===== src/rtl/card_dealer.sv =====
// Card dealer for a blackjack table: draws unused deck positions via a free-running LFSR
// and strobes each card to the player or dealer hand controller.
module card_dealer #(
  parameter int unsigned CARD_W    = 4,
  parameter logic [15:0] LFSR_SEED = 16'hACE1
) (
  input  logic              i_clk,
  input  logic              i_reset_n,
  input  logic              i_startRound,
  input  logic              i_hitPlayer,
  input  logic              i_hitDealer,
  output logic              o_addPlayerCard,
  output logic              o_addDealerCard,
  output logic [CARD_W-1:0] o_newCard,
  output logic [5:0]        o_cardIndex,
  output logic [5:0]        o_cardsRemaining,
  output logic              o_busy,
  output logic              o_reshuffled
);

  localparam logic [5:0] DeckSize = 6'd52;

  typedef enum logic [1:0] {StIdle, StDraw, StEmit} state_e;

  state_e            r_state, w_state_next;
  logic [15:0]       r_lfsr;
  logic [51:0]       r_mask;
  logic [5:0]        r_remaining;
  logic [1:0]        r_deal_cnt;
  logic              r_opening;
  logic              r_target;     // 0: player, 1: dealer
  logic [CARD_W-1:0] r_new_card;
  logic [5:0]        r_card_index;
  logic              r_reshuffled;

  logic              w_lfsr_fb;
  logic [5:0]        w_cand;
  logic [63:0]       w_mask_ext;
  logic              w_cand_free;
  logic              w_deck_empty;
  logic [3:0]        w_rank;
  logic [3:0]        w_value;
  logic [51:0]       w_pick;
  logic              w_any_req;

  assign w_lfsr_fb    = r_lfsr[15] ^ r_lfsr[13] ^ r_lfsr[12] ^ r_lfsr[10];
  assign w_cand       = r_lfsr[5:0];
  // Positions 52..63 do not exist; padding them as used rejects them for free.
  assign w_mask_ext   = {12'hFFF, r_mask};
  assign w_cand_free  = ~w_mask_ext[w_cand];
  assign w_deck_empty = (r_remaining == 6'd0);
  assign w_rank       = 4'(w_cand % 6'd13) + 4'd1;
  assign w_value      = (w_rank > 4'd10) ? 4'd10 : w_rank;
  assign w_pick       = 52'd1 << w_cand;
  assign w_any_req    = i_startRound | i_hitPlayer | i_hitDealer;

  always_ff @(posedge i_clk) begin
    if (!i_reset_n) r_state <= StIdle;
    else            r_state <= w_state_next;
  end

  always_comb begin
    w_state_next = r_state;
    unique case (r_state)
      StIdle: if (w_any_req) w_state_next = StDraw;
      StDraw: if (!w_deck_empty && w_cand_free) w_state_next = StEmit;
      StEmit: w_state_next = (r_opening && r_deal_cnt != 2'd3) ? StDraw : StIdle;
      default: w_state_next = StIdle;
    endcase
  end

  always_ff @(posedge i_clk) begin
    if (!i_reset_n) begin
      r_lfsr       <= LFSR_SEED;
      r_mask       <= '0;
      r_remaining  <= DeckSize;
      r_deal_cnt   <= 2'd0;
      r_opening    <= 1'b0;
      r_target     <= 1'b0;
      r_new_card   <= '0;
      r_card_index <= 6'd0;
      r_reshuffled <= 1'b0;
    end else begin
      r_lfsr       <= {r_lfsr[14:0], w_lfsr_fb};
      r_reshuffled <= 1'b0;
      unique case (r_state)
        StIdle: begin
          if (i_startRound) begin
            r_opening  <= 1'b1;
            r_target   <= 1'b0;
            r_deal_cnt <= 2'd0;
          end else if (i_hitPlayer) begin
            r_opening <= 1'b0;
            r_target  <= 1'b0;
          end else if (i_hitDealer) begin
            r_opening <= 1'b0;
            r_target  <= 1'b1;
          end
        end
        StDraw: begin
          if (w_deck_empty) begin
            r_mask       <= '0;
            r_remaining  <= DeckSize;
            r_reshuffled <= 1'b1;
          end else if (w_cand_free) begin
            r_mask       <= r_mask | w_pick;
            r_remaining  <= r_remaining - 6'd1;
            r_card_index <= w_cand;
            r_new_card   <= CARD_W'(w_value);
          end
        end
        StEmit: begin
          if (r_opening) begin
            if (r_deal_cnt == 2'd3) begin
              r_opening  <= 1'b0;
              r_deal_cnt <= 2'd0;
            end else begin
              r_deal_cnt <= r_deal_cnt + 2'd1;
              r_target   <= ~r_target;
            end
          end
        end
        default: ;
      endcase
    end
  end

  always_comb begin
    o_busy          = (r_state != StIdle);
    o_addPlayerCard = (r_state == StEmit) && !r_target;
    o_addDealerCard = (r_state == StEmit) && r_target;
  end

  assign o_newCard        = r_new_card;
  assign o_cardIndex      = r_card_index;
  assign o_cardsRemaining = r_remaining;
  assign o_reshuffled     = r_reshuffled;

endmodule

===== config.mk =====
export PLATFORM = sky130hd
export DESIGN_NAME = card_dealer
export DESIGN_NICKNAME = d
export VERILOG_FILES = /design/src/rtl/card_dealer.sv
export SDC_FILE = /design/constraint.sdc
export NUM_CORES = 1
export LEC_CHECK = 0
export BUFFER_PORTS_ARGS = -buffer_cell sky130_fd_sc_hd__buf_2
export CORE_MARGIN = 4
export CORE_UTILIZATION = 41
export DETAILED_ROUTE_END_ITERATION = 16
export PLACE_DENSITY_LB_ADDON = 0.1
export RECOVER_POWER = 100
export SYNTH_ARGS = -nofsm -noshare
export SYNTH_HDL_FRONTEND = slang
export SYNTH_SLANG_ARGS = --single-unit

===== constraint.sdc =====
create_clock -name i_clk -period 6.3 [get_ports i_clk]
set_input_delay 0.63 -clock i_clk [delete_from_list [all_inputs] [get_ports i_clk]]
set_output_delay 0.63 -clock i_clk [all_outputs]
set_load 0.05 [all_outputs]

==> results.ini, run 1 <==
[floorplanning]
die_area_um2 = 12100
ios = 25
rows = 36
core_area_um2 = 9950
start_util = 0.427
dieHeight_um = 110
die_w_um = 110

[cts]
h-tree-depth = 3
clk_pin_slew_worst_paths_ns = 0.08
cts_tree = yes
clk_path_buf_depth = 2
cts-resized-gates = 0
postCtsHoldBufs = 0
cts.sinks = 91
clock-root-buffer = clkbuf_8
cts_buffers = 9
postCtsSetupRepairBufs = 0
insertion_delay_ns = 0.37

[layout]
layout_commonest_cell = nand2_1
final_cell_mix = nand2_1, dfxtp_1, o21ai_0, nor2_1, clkbuf_1
nets = 510
n_antenna_cell = 0
drive_above_1_share = 0.0797
area_growth_pct = 8.68
fin_area_um2 = 4620

[synth]
ys_ff_latch = 91
syn_avg_cell_area_um2 = 8.71
syn_inst = 488
synth_edf_count = 0
syn-num-nets = 501
ys_warn_count = 0
ys.flop_type = dfxtp_1
synthArstFlopShare = 0
ys_seq_area_frac = 0.428
synthesis.area_um2 = 4250
synth.distinct_cells = 67

[sta]
fmax_mhz = 213
period_needed_ns = 4.69
slew_viol_final = 0
fin_worst_skew_ns = 0.0125
fin_tns_setup_ns = 0
rsz0062_at_grt = no
finalSetupViolCount = 0
relSlewSlack = 0.325
hold_ws_ns = 0.414
hold_viol_final = 0
worst_pin_slew_ns = 1.01
finalCritPeriodShare = 0.744
worst_slack_ns = 1.61

[route]
wl_per_cell_um = 16.1
first_pass_iters = 4
drc = 0
drt_iter0_markers = 213
wl_mm = 10.2
vias = 3435
via_per_inst = 5.41
antenna_left = 0

[pwr]
p_sw_mw = 0.416
netSwitchingFraction = 0.305
internal-power_mw = 0.947
pwr-share-clk = 0.349
power.density_nw_per_um2 = 295
p_leak_nw = 1.67
total_power_mw = 1.36
comb_power_share = 0.193
pwr-share-seq = 0.457
irDropWorstVdd_uv = 162

[worst_setup_path]
cp-start-kind = register
r2r_slack_ns = 1.61
end_kind = register
reg2reg_depth = 15
crit_type = register to register
cp-startpoint = r_lfsr[2]
cp_max_fo = 23
critPathRequiredTime_ns = 6.61
r2r_start = r_lfsr[2]
rr_endpoint = o_newCard[0]
cp.arrival_ns = 5.00

[hold_path]
hold_start = r_lfsr[14]
min_to = r_lfsr[15]
min_delay_path_depth = 1
min_path_type = register to register

[outcome]
status = completed

[global_route]
grt_max_degree = 54
grt_first_pass_wirelength_mm = 16.6
grt_pass1_vias = 3186
antenna_found_initial = 0
grt_use_total = 0.179
grt_overflow = 0

[job]
max-cap-violations = 0

[placement]
gp_congestion = 0.823
hpwlAfterDp_mm = 6.99
dpl_worst_slack_ns = 1.86
post_dp_cell_area_um2 = 4420
port_buffers = 24

## through the flow
step                      cells   util
after floorplan             488      -
after global placement      619  0.444
after detailed placement    619  0.444
after CTS                   635  0.469
after global routing        635  0.464
final                       635  0.464
## cells in the mapped netlist (3+ instances only)
library cell	n	area (um^2)
nor3b_1	3	22.5
buf_6	4	45.0
xnor2_1	4	35.0
inv_1	10	37.5
and3_1	4	25.0
nand2_1	102	383
nand2b_1	9	56.3
nor2_1	30	113
xor2_1	5	43.8
buf_2	6	30.0
nor3_1	9	45.0
nand3_1	9	45.0
o31ai_1	4	30.0
mux4_2	9	203
nand4_1	4	25.0
dfxtp_1	91	1820
ha_1	8	100
a21oi_1	19	95.1
and2_1	8	50.1
clkbuf_1	16	60.1
mux2i_1	11	110
o21ai_0	58	290
nor2b_1	10	62.6
## metal layers
layer	share of wire	routed length [um]	global-route usage	up-vias
li1	-	-	-	1722
met3	0.036	369	0.0370	19
met5	0	0	0	-
met1	0.50	5110	0.257	1642
met2	0.45	4550	0.267	52
met4	0.018	189	0.0606	0
## kinds of logic (layout without fill, tap and decap cells)
| kind of cell | count (synthesis) | in the layout | synth area share |
|---|---|---|---|
| compound gates | 114 | 114 | 0.172 |
| xor+xnor | 9 | 9 | 0.0185 |
| fa+ha+maj | 8 | 8 | 0.0235 |
| buf+inv | 41 | 55 | 0.0459 |
| flops | 91 | 91 | 0.428 |
| mux | 23 | 23 | 0.0886 |
| simple gates | 202 | 202 | 0.224 |
## critical path: stages, from the launching register on
cell and delay [ns]:
dfxtp_1 0.90, nor2_1 0.24, mux2i_1 0.25, ha_1 0.32, nand4bb_1 0.18, o2bb2ai_1 0.08, a31oi_1 0.59, ha_1 0.37
nand2b_1 0.11, a41oi_1 0.30, mux2_1 0.38, inv_1 0.07, ha_1 0.15, xnor2_1 0.11, o41a_1 0.41, a21bo_1 0.17
## sequential cells by signal, summed over array words and instances (netlist names)
register / cells
o_newCard: 4
r_state: 2
o_cardsRemaining: 6
r_deal_cnt: 2
r_lfsr: 16
r_opening: 1
r_mask: 52
o_cardIndex: 6
o_reshuffled: 1
r_target: 1
## power by group through the flow
stage / Sequential (mW) / Clock, mW / Combinational [mW]
after floorplan: 0.664 / 0 / 0.183
after global placement: 0.636 / 0 / 0.268
after detailed placement: 0.637 / 0 / 0.269
after CTS: 0.623 / 0.492 / 0.270
after global routing: 0.628 / 0.513 / 0.288
final: 0.624 / 0.476 / 0.263
## cell type report
type	instances	area (um^2)
Fill cell	1010	5330
Multi-Input combinational cell	356	2230
Sequential cell	91	1820
Tap cell	133	166
Clock buffer	9	124
Clock inverter	7	121
Timing Repair Buffer	27	116
Inverter	12	45.0
## worst max-delay path by stage
stage                               to  cells past startpoint  slack, ns
after CTS                 o_newCard[0]                     15       1.83
after floorplan           o_newCard[0]                     17       2.52
after global routing      o_newCard[0]                     15       1.22
final                     o_newCard[0]                     15       1.61
after global placement    o_newCard[0]                     15       2.01
after detailed placement  o_newCard[0]                     15       1.86
(Power assumes the default switching activity.)
==> run 2, diff against run 1 <==
==> constraint.sdc (replaced) <==
create_clock -name i_clk -period 4.8 [get_ports i_clk]
set_input_delay 0.48 -clock i_clk [delete_from_list [all_inputs] [get_ports i_clk]]
set_output_delay 0.48 -clock i_clk [all_outputs]
set_load 0.05 [all_outputs]
==> results.ini, run 2 (synthesis results as in run 1) <==
[floorplanning]
die_area_um2 = 12100  ; unchanged
ios = 25  ; unchanged
rows = 36  ; unchanged
die_w_um = 110  ; unchanged
start_util = 0.427  ; unchanged
core_area_um2 = 9950  ; unchanged
dieHeight_um = 110  ; unchanged

[sta]
rsz0062_at_grt = no  ; unchanged
hold_ws_ns = 0.417  ; was 0.414 ns
hold_viol_final = 0  ; unchanged
relSlewSlack = -0.0245  ; was 0.325
slew_viol_final = 24  ; was 0
finalCritPeriodShare = 0.907  ; was 0.744
fmax_mhz = 230  ; was 213 MHz
worst_slack_ns = 0.445  ; was 1.61 ns
worst_pin_slew_ns = 1.54  ; was 1.01 ns
fin_tns_setup_ns = 0  ; unchanged
fin_worst_skew_ns = 0.0114  ; was 0.0125 ns
finalSetupViolCount = 0  ; unchanged
period_needed_ns = 4.35  ; was 4.69 ns

[placement]
port_buffers = 24  ; unchanged
dpl_worst_slack_ns = 0.549  ; was 1.86 ns
hpwlAfterDp_mm = 7.10  ; was 6.99 mm
post_dp_cell_area_um2 = 4440  ; was 4420 um^2
gp_congestion = 0.839  ; was 0.823
dp.cells = 621  ; was 619

[cts]
h-tree-depth = 3  ; unchanged
cts_tree = yes  ; unchanged
clock-root-buffer = clkbuf_8  ; unchanged
clk_pin_slew_worst_paths_ns = 0.10  ; was 0.08 ns
cts_buffers = 9  ; unchanged
cts-resized-gates = 0  ; unchanged
insertion_delay_ns = 0.36  ; was 0.37 ns
clk_path_buf_depth = 2  ; unchanged
postCtsSetupRepairBufs = 0  ; unchanged
cts.sinks = 91  ; unchanged
postCtsHoldBufs = 0  ; unchanged

[layout]
finalNonFillerCells = 637  ; was 635
area_growth_pct = 8.18  ; was 8.68%
utilization = 0.462  ; was 0.464
layout_commonest_cell = nand2_1  ; unchanged
n_antenna_cell = 0  ; unchanged
largest_register_ffs = 52  ; unchanged
drive_above_1_share = 0.0833  ; was 0.0797
fin_area_um2 = 4600  ; was 4620 um^2
nets = 512  ; was 510
final_cell_mix = nand2_1, dfxtp_1, o21ai_0, nor2_1, clkbuf_1  ; unchanged
top_register = r_mask  ; unchanged
largestRegisters = r_mask x52, r_lfsr x16  ; unchanged
nFillCells = 1033  ; was 1010

[hold_path]
hold_start = r_lfsr[9]  ; was r_lfsr[14]
min_delay_path_depth = 1  ; unchanged
min_path_type = register to register  ; unchanged
min_to = r_lfsr[10]  ; was r_lfsr[15]

[global_route]
grt_use_total = 0.180  ; was 0.179
grt_pass1_vias = 3315  ; was 3186
grt_first_pass_wirelength_mm = 16.9  ; was 16.6 mm
grt_overflow = 0  ; unchanged
antenna_found_initial = 0  ; unchanged
grt_max_degree = 54  ; unchanged

[route]
wl_per_cell_um = 16.1  ; about the same
vias = 3450  ; was 3435
via_per_inst = 5.42  ; was 5.41
drc = 0  ; unchanged
wl_mm = 10.2  ; about the same
drt_iter0_markers = 127  ; was 213
antenna_left = 0  ; unchanged
first_pass_iters = 4  ; unchanged

[worst_setup_path]
cp.arrival_ns = 4.66  ; was 5.00 ns
crit_type = register to register  ; unchanged
cp-start-kind = register  ; unchanged
critPathRequiredTime_ns = 5.10  ; was 6.61 ns
r2r_start = r_lfsr[3]  ; was r_lfsr[2]
cp_max_fo = 14  ; was 23
end_kind = register  ; unchanged
reg2reg_depth = 16  ; was 15
rr_endpoint = o_newCard[0]  ; unchanged
r2r_slack_ns = 0.45  ; was 1.61 ns

[pwr]
total_power_mw = 1.69  ; was 1.36 mW
irDropWorstVdd_uv = 153  ; was 162 uV
p_leak_nw = 1.65  ; was 1.67 nW
power.density_nw_per_um2 = 368  ; was 295 nW/um^2

[outcome]
status = finished with violations  ; was completed
violations = capacitance limit, slew limit

[job]
max-cap-violations = 1  ; was 0

==> run 2: cell types whose count changed in the layout (fill, tap and decap cells not counted), sizes merged <==
cell      delta
clkinvlp     +1
buf          +1
clkinv       +1
clkbuf       +1
bufinv       -2
==> run 2: metal layers <==
| metal | GRT usage | vias up | share of wire |
|---|---|---|---|
| li1 | - | 1738 | - |
| met1 | 0.252 | 1662 | 0.51 |
| met2 | 0.281 | 38 | 0.46 |
| met3 | 0.0335 | 12 | 0.024 |
| met4 | 0.0570 | 0 | 0.014 |
| met5 | 0 | - | 0 |
==> run 2: layout make-up <==
type                    count  area, um^2  area share
inverters                  12        45.0     0.00979
multi-input cells         356        2240       0.487
repair buffers             29         128      0.0277
well taps                 133         166      0.0362
flip-flops and latches     91        1820       0.396
clock inverters             7        73.8      0.0160
clock buffers               9         124      0.0269
==> run 2: worst max path at each step <==
stage	from	end	slack, ns	cells past startpoint
2_1_floorplan	r_lfsr[2]	o_newCard[0]	1.02	17
3_3_place_gp	r_lfsr[3]	o_newCard[0]	0.73	16
3_5_place_dp	r_lfsr[3]	o_newCard[0]	0.55	16
4_1_cts	r_lfsr[3]	o_newCard[0]	0.50	16
5_1_grt	r_lfsr[3]	o_newCard[0]	0.04	16
6_report	r_lfsr[3]	o_newCard[0]	0.45	16
==> run 2: critical path: stages (launching register included) <==
cell       delay (ns)
dfxtp_1          0.59
inv_1            0.17
nor2_1           0.32
mux2i_1          0.17
ha_1             0.28
nand4bb_1        0.23
nor3b_1          0.20
a31oi_4          0.32
ha_1             0.31
nand2b_1         0.11
a41oi_1          0.31
mux2_1           0.39
inv_1            0.07
ha_1             0.15
xnor2_1          0.10
o41a_1           0.41
a21bo_1          0.18
==> run 2: power by group <==
group          switching, mW  total (mW)  leakage (nW)  internal [mW]
Sequential            0.0274       0.813         0.740          0.785
Combinational          0.244       0.354         0.812          0.110
Clock                  0.282       0.527         0.100          0.245
==> run 3, diff against run 2 <==
--- a/config.mk
+++ b/config.mk
@@ -9,6 +9,7 @@
 export CORE_MARGIN = 4
 export CORE_UTILIZATION = 41
 export DETAILED_ROUTE_END_ITERATION = 16
+export HOLD_SLACK_MARGIN = 0.1
 export PLACE_DENSITY_LB_ADDON = 0.1
 export RECOVER_POWER = 100
 export SYNTH_ARGS = -nofsm -noshare
==> constraint.sdc (replaced) <==
create_clock -name i_clk -period 4.1 [get_ports i_clk]
set_input_delay 0.41 -clock i_clk [delete_from_list [all_inputs] [get_ports i_clk]]
set_output_delay 0.41 -clock i_clk [all_outputs]
set_load 0.05 [all_outputs]
==> results.ini, run 3 (synthesis results as in run 1) <==
[layout]
largest_register_ffs = 52  ; unchanged
largestRegisters = r_mask x52, r_lfsr x16  ; unchanged
utilization = 0.467  ; was 0.462
drive_above_1_share = 0.0936  ; was 0.0833
finalNonFillerCells = 646  ; was 637
fin_area_um2 = 4640  ; was 4600 um^2
area_growth_pct = 9.21  ; was 8.18%
layout_commonest_cell = nand2_1  ; unchanged
nets = 521  ; was 512
final_cell_mix = nand2_1, dfxtp_1, o21ai_0, nor2_1, clkbuf_1  ; unchanged
seqCellArea_um2 = 1820  ; unchanged
n_antenna_cell = 0  ; unchanged
nFillCells = 1012  ; was 1033
multiInputGateArea_um2 = 2240  ; unchanged
top_register = r_mask  ; unchanged

[placement]
post_dp_cell_area_um2 = 4510  ; was 4440 um^2
port_buffers = 24  ; unchanged
dp.cells = 630  ; was 621
gp_congestion = 0.873  ; was 0.839
hpwlAfterDp_mm = 7.39  ; was 7.10 mm
dpl_worst_slack_ns = 0.391  ; was 0.549 ns

[route]
wl_per_cell_um = 15.9  ; was 16.1 um
first_pass_iters = 4  ; unchanged
via_per_inst = 5.33  ; was 5.42
wl_mm = 10.3  ; was 10.2 mm
antenna_left = 0  ; unchanged
drt_iter0_markers = 170  ; was 127
drc = 0  ; unchanged
vias = 3444  ; was 3450

[floorplanning]
start_util = 0.427  ; unchanged
rows = 36  ; unchanged
ios = 25  ; unchanged
dieHeight_um = 110  ; unchanged
die_area_um2 = 12100  ; unchanged
die_w_um = 110  ; unchanged
core_area_um2 = 9950  ; unchanged

[worst_setup_path]
end_kind = register  ; unchanged
cp-start-kind = register  ; unchanged
cp_max_fo = 8  ; was 14
cp-startpoint = r_lfsr[3]  ; unchanged
critPathRequiredTime_ns = 4.41  ; was 5.10 ns
crit_type = register to register  ; unchanged
r2r_start = r_lfsr[3]  ; unchanged
cp.arrival_ns = 4.10  ; was 4.66 ns

[hold_path]
hold_start = i_hitPlayer  ; was r_lfsr[9]
min_path_type = primary input to register  ; was register to register

[sta]
worst_slack_ns = 0.309  ; was 0.445 ns
fin_worst_skew_ns = 0.00723  ; was 0.0114 ns
worst_pin_slew_ns = 1.04  ; was 1.54 ns
relSlewSlack = 0.304  ; was -0.0245
slew_viol_final = 0  ; was 24
period_needed_ns = 3.79  ; was 4.35 ns
finalSetupViolCount = 0  ; unchanged
finalCritPeriodShare = 0.925  ; was 0.907
hold_viol_final = 0  ; unchanged
fin_tns_setup_ns = 0  ; unchanged
rsz0062_at_grt = no  ; unchanged
hold_ws_ns = 0.362  ; was 0.417 ns
fmax_mhz = 264  ; was 230 MHz

[global_route]
grt_overflow = 0  ; unchanged
grt_max_degree = 53  ; was 54
antenna_found_initial = 0  ; unchanged
grt_pass1_vias = 3254  ; was 3315
grt_first_pass_wirelength_mm = 16.8  ; was 16.9 mm
grt_use_total = 0.183  ; was 0.180

[pwr]
p_leak_nw = 1.68  ; was 1.65 nW
total_power_mw = 1.94  ; was 1.69 mW
irDropWorstVdd_uv = 208  ; was 153 uV
power.density_nw_per_um2 = 419  ; was 368 nW/um^2

[job]
max-cap-violations = 0  ; was 1

[cts]
insertion_delay_ns = 0.36  ; about the same
cts_tree = yes  ; unchanged
cts_buffers = 9  ; unchanged
cts.sinks = 91  ; unchanged
cts-resized-gates = 0  ; unchanged
clk_pin_slew_worst_paths_ns = 0.08  ; was 0.10 ns
clock-root-buffer = clkbuf_8  ; unchanged
clk_path_buf_depth = 2  ; unchanged
postCtsSetupRepairBufs = 0  ; unchanged
postCtsHoldBufs = 0  ; unchanged
h-tree-depth = 3  ; unchanged

[outcome]
status = completed  ; was finished with violations

run 3: path summary, 6_finish.rpt:
path / endpoint / slack (ns) / depth (start not counted)
worst max-delay path: o_newCard[0] / 0.31 / 16
worst min-delay path: r_target / 0.36 / 4
worst max register to register: o_newCard[0] / 0.31 / 16
worst min register to register: r_lfsr[7] / 0.41 / 1
run 3: area by class of cell:
cell class,instances,area share
flip-flops and latches,91,0.392
inverters,12,0.00970
multi-input cells,356,0.483
well taps,133,0.0358
repair buffers,38,0.0388
clock buffers,12,0.0356
clock inverters,4,0.00512
run 3: report_power, final:
| group | internal, mW | switching (mW) |
|---|---|---|
| clock network | 0.268 | 0.303 |
| registers | 0.919 | 0.0288 |
| logic | 0.134 | 0.291 |
run 3: routing by layer:
metal / wire length, um / vias to the layer above / track usage / share of wire
li1: - / 1739 / - / -
met1: 4920 / 1637 / 0.260 / 0.48
met2: 4810 / 63 / 0.276 / 0.47
met3: 494 / 5 / 0.0440 / 0.048
met4: 80 / 0 / 0.0534 / 0.0078
met5: 0 / - / 0 / 0
run 3: worst max-delay path: stages, from the launching register on:
cell and delay (ns):
dfxtp_1 0.33, inv_1 0.12, nor2_1 0.07, mux2i_1 0.19, ha_1 0.31, nand4bb_1 0.18
nor3b_1 0.33, a31oi_4 0.20, ha_1 0.23, nand2b_1 0.16, a41oi_1 0.32, mux2_2 0.39
inv_1 0.06, ha_1 0.15, xnor2_1 0.11, o41a_1 0.41, a21bo_1 0.17
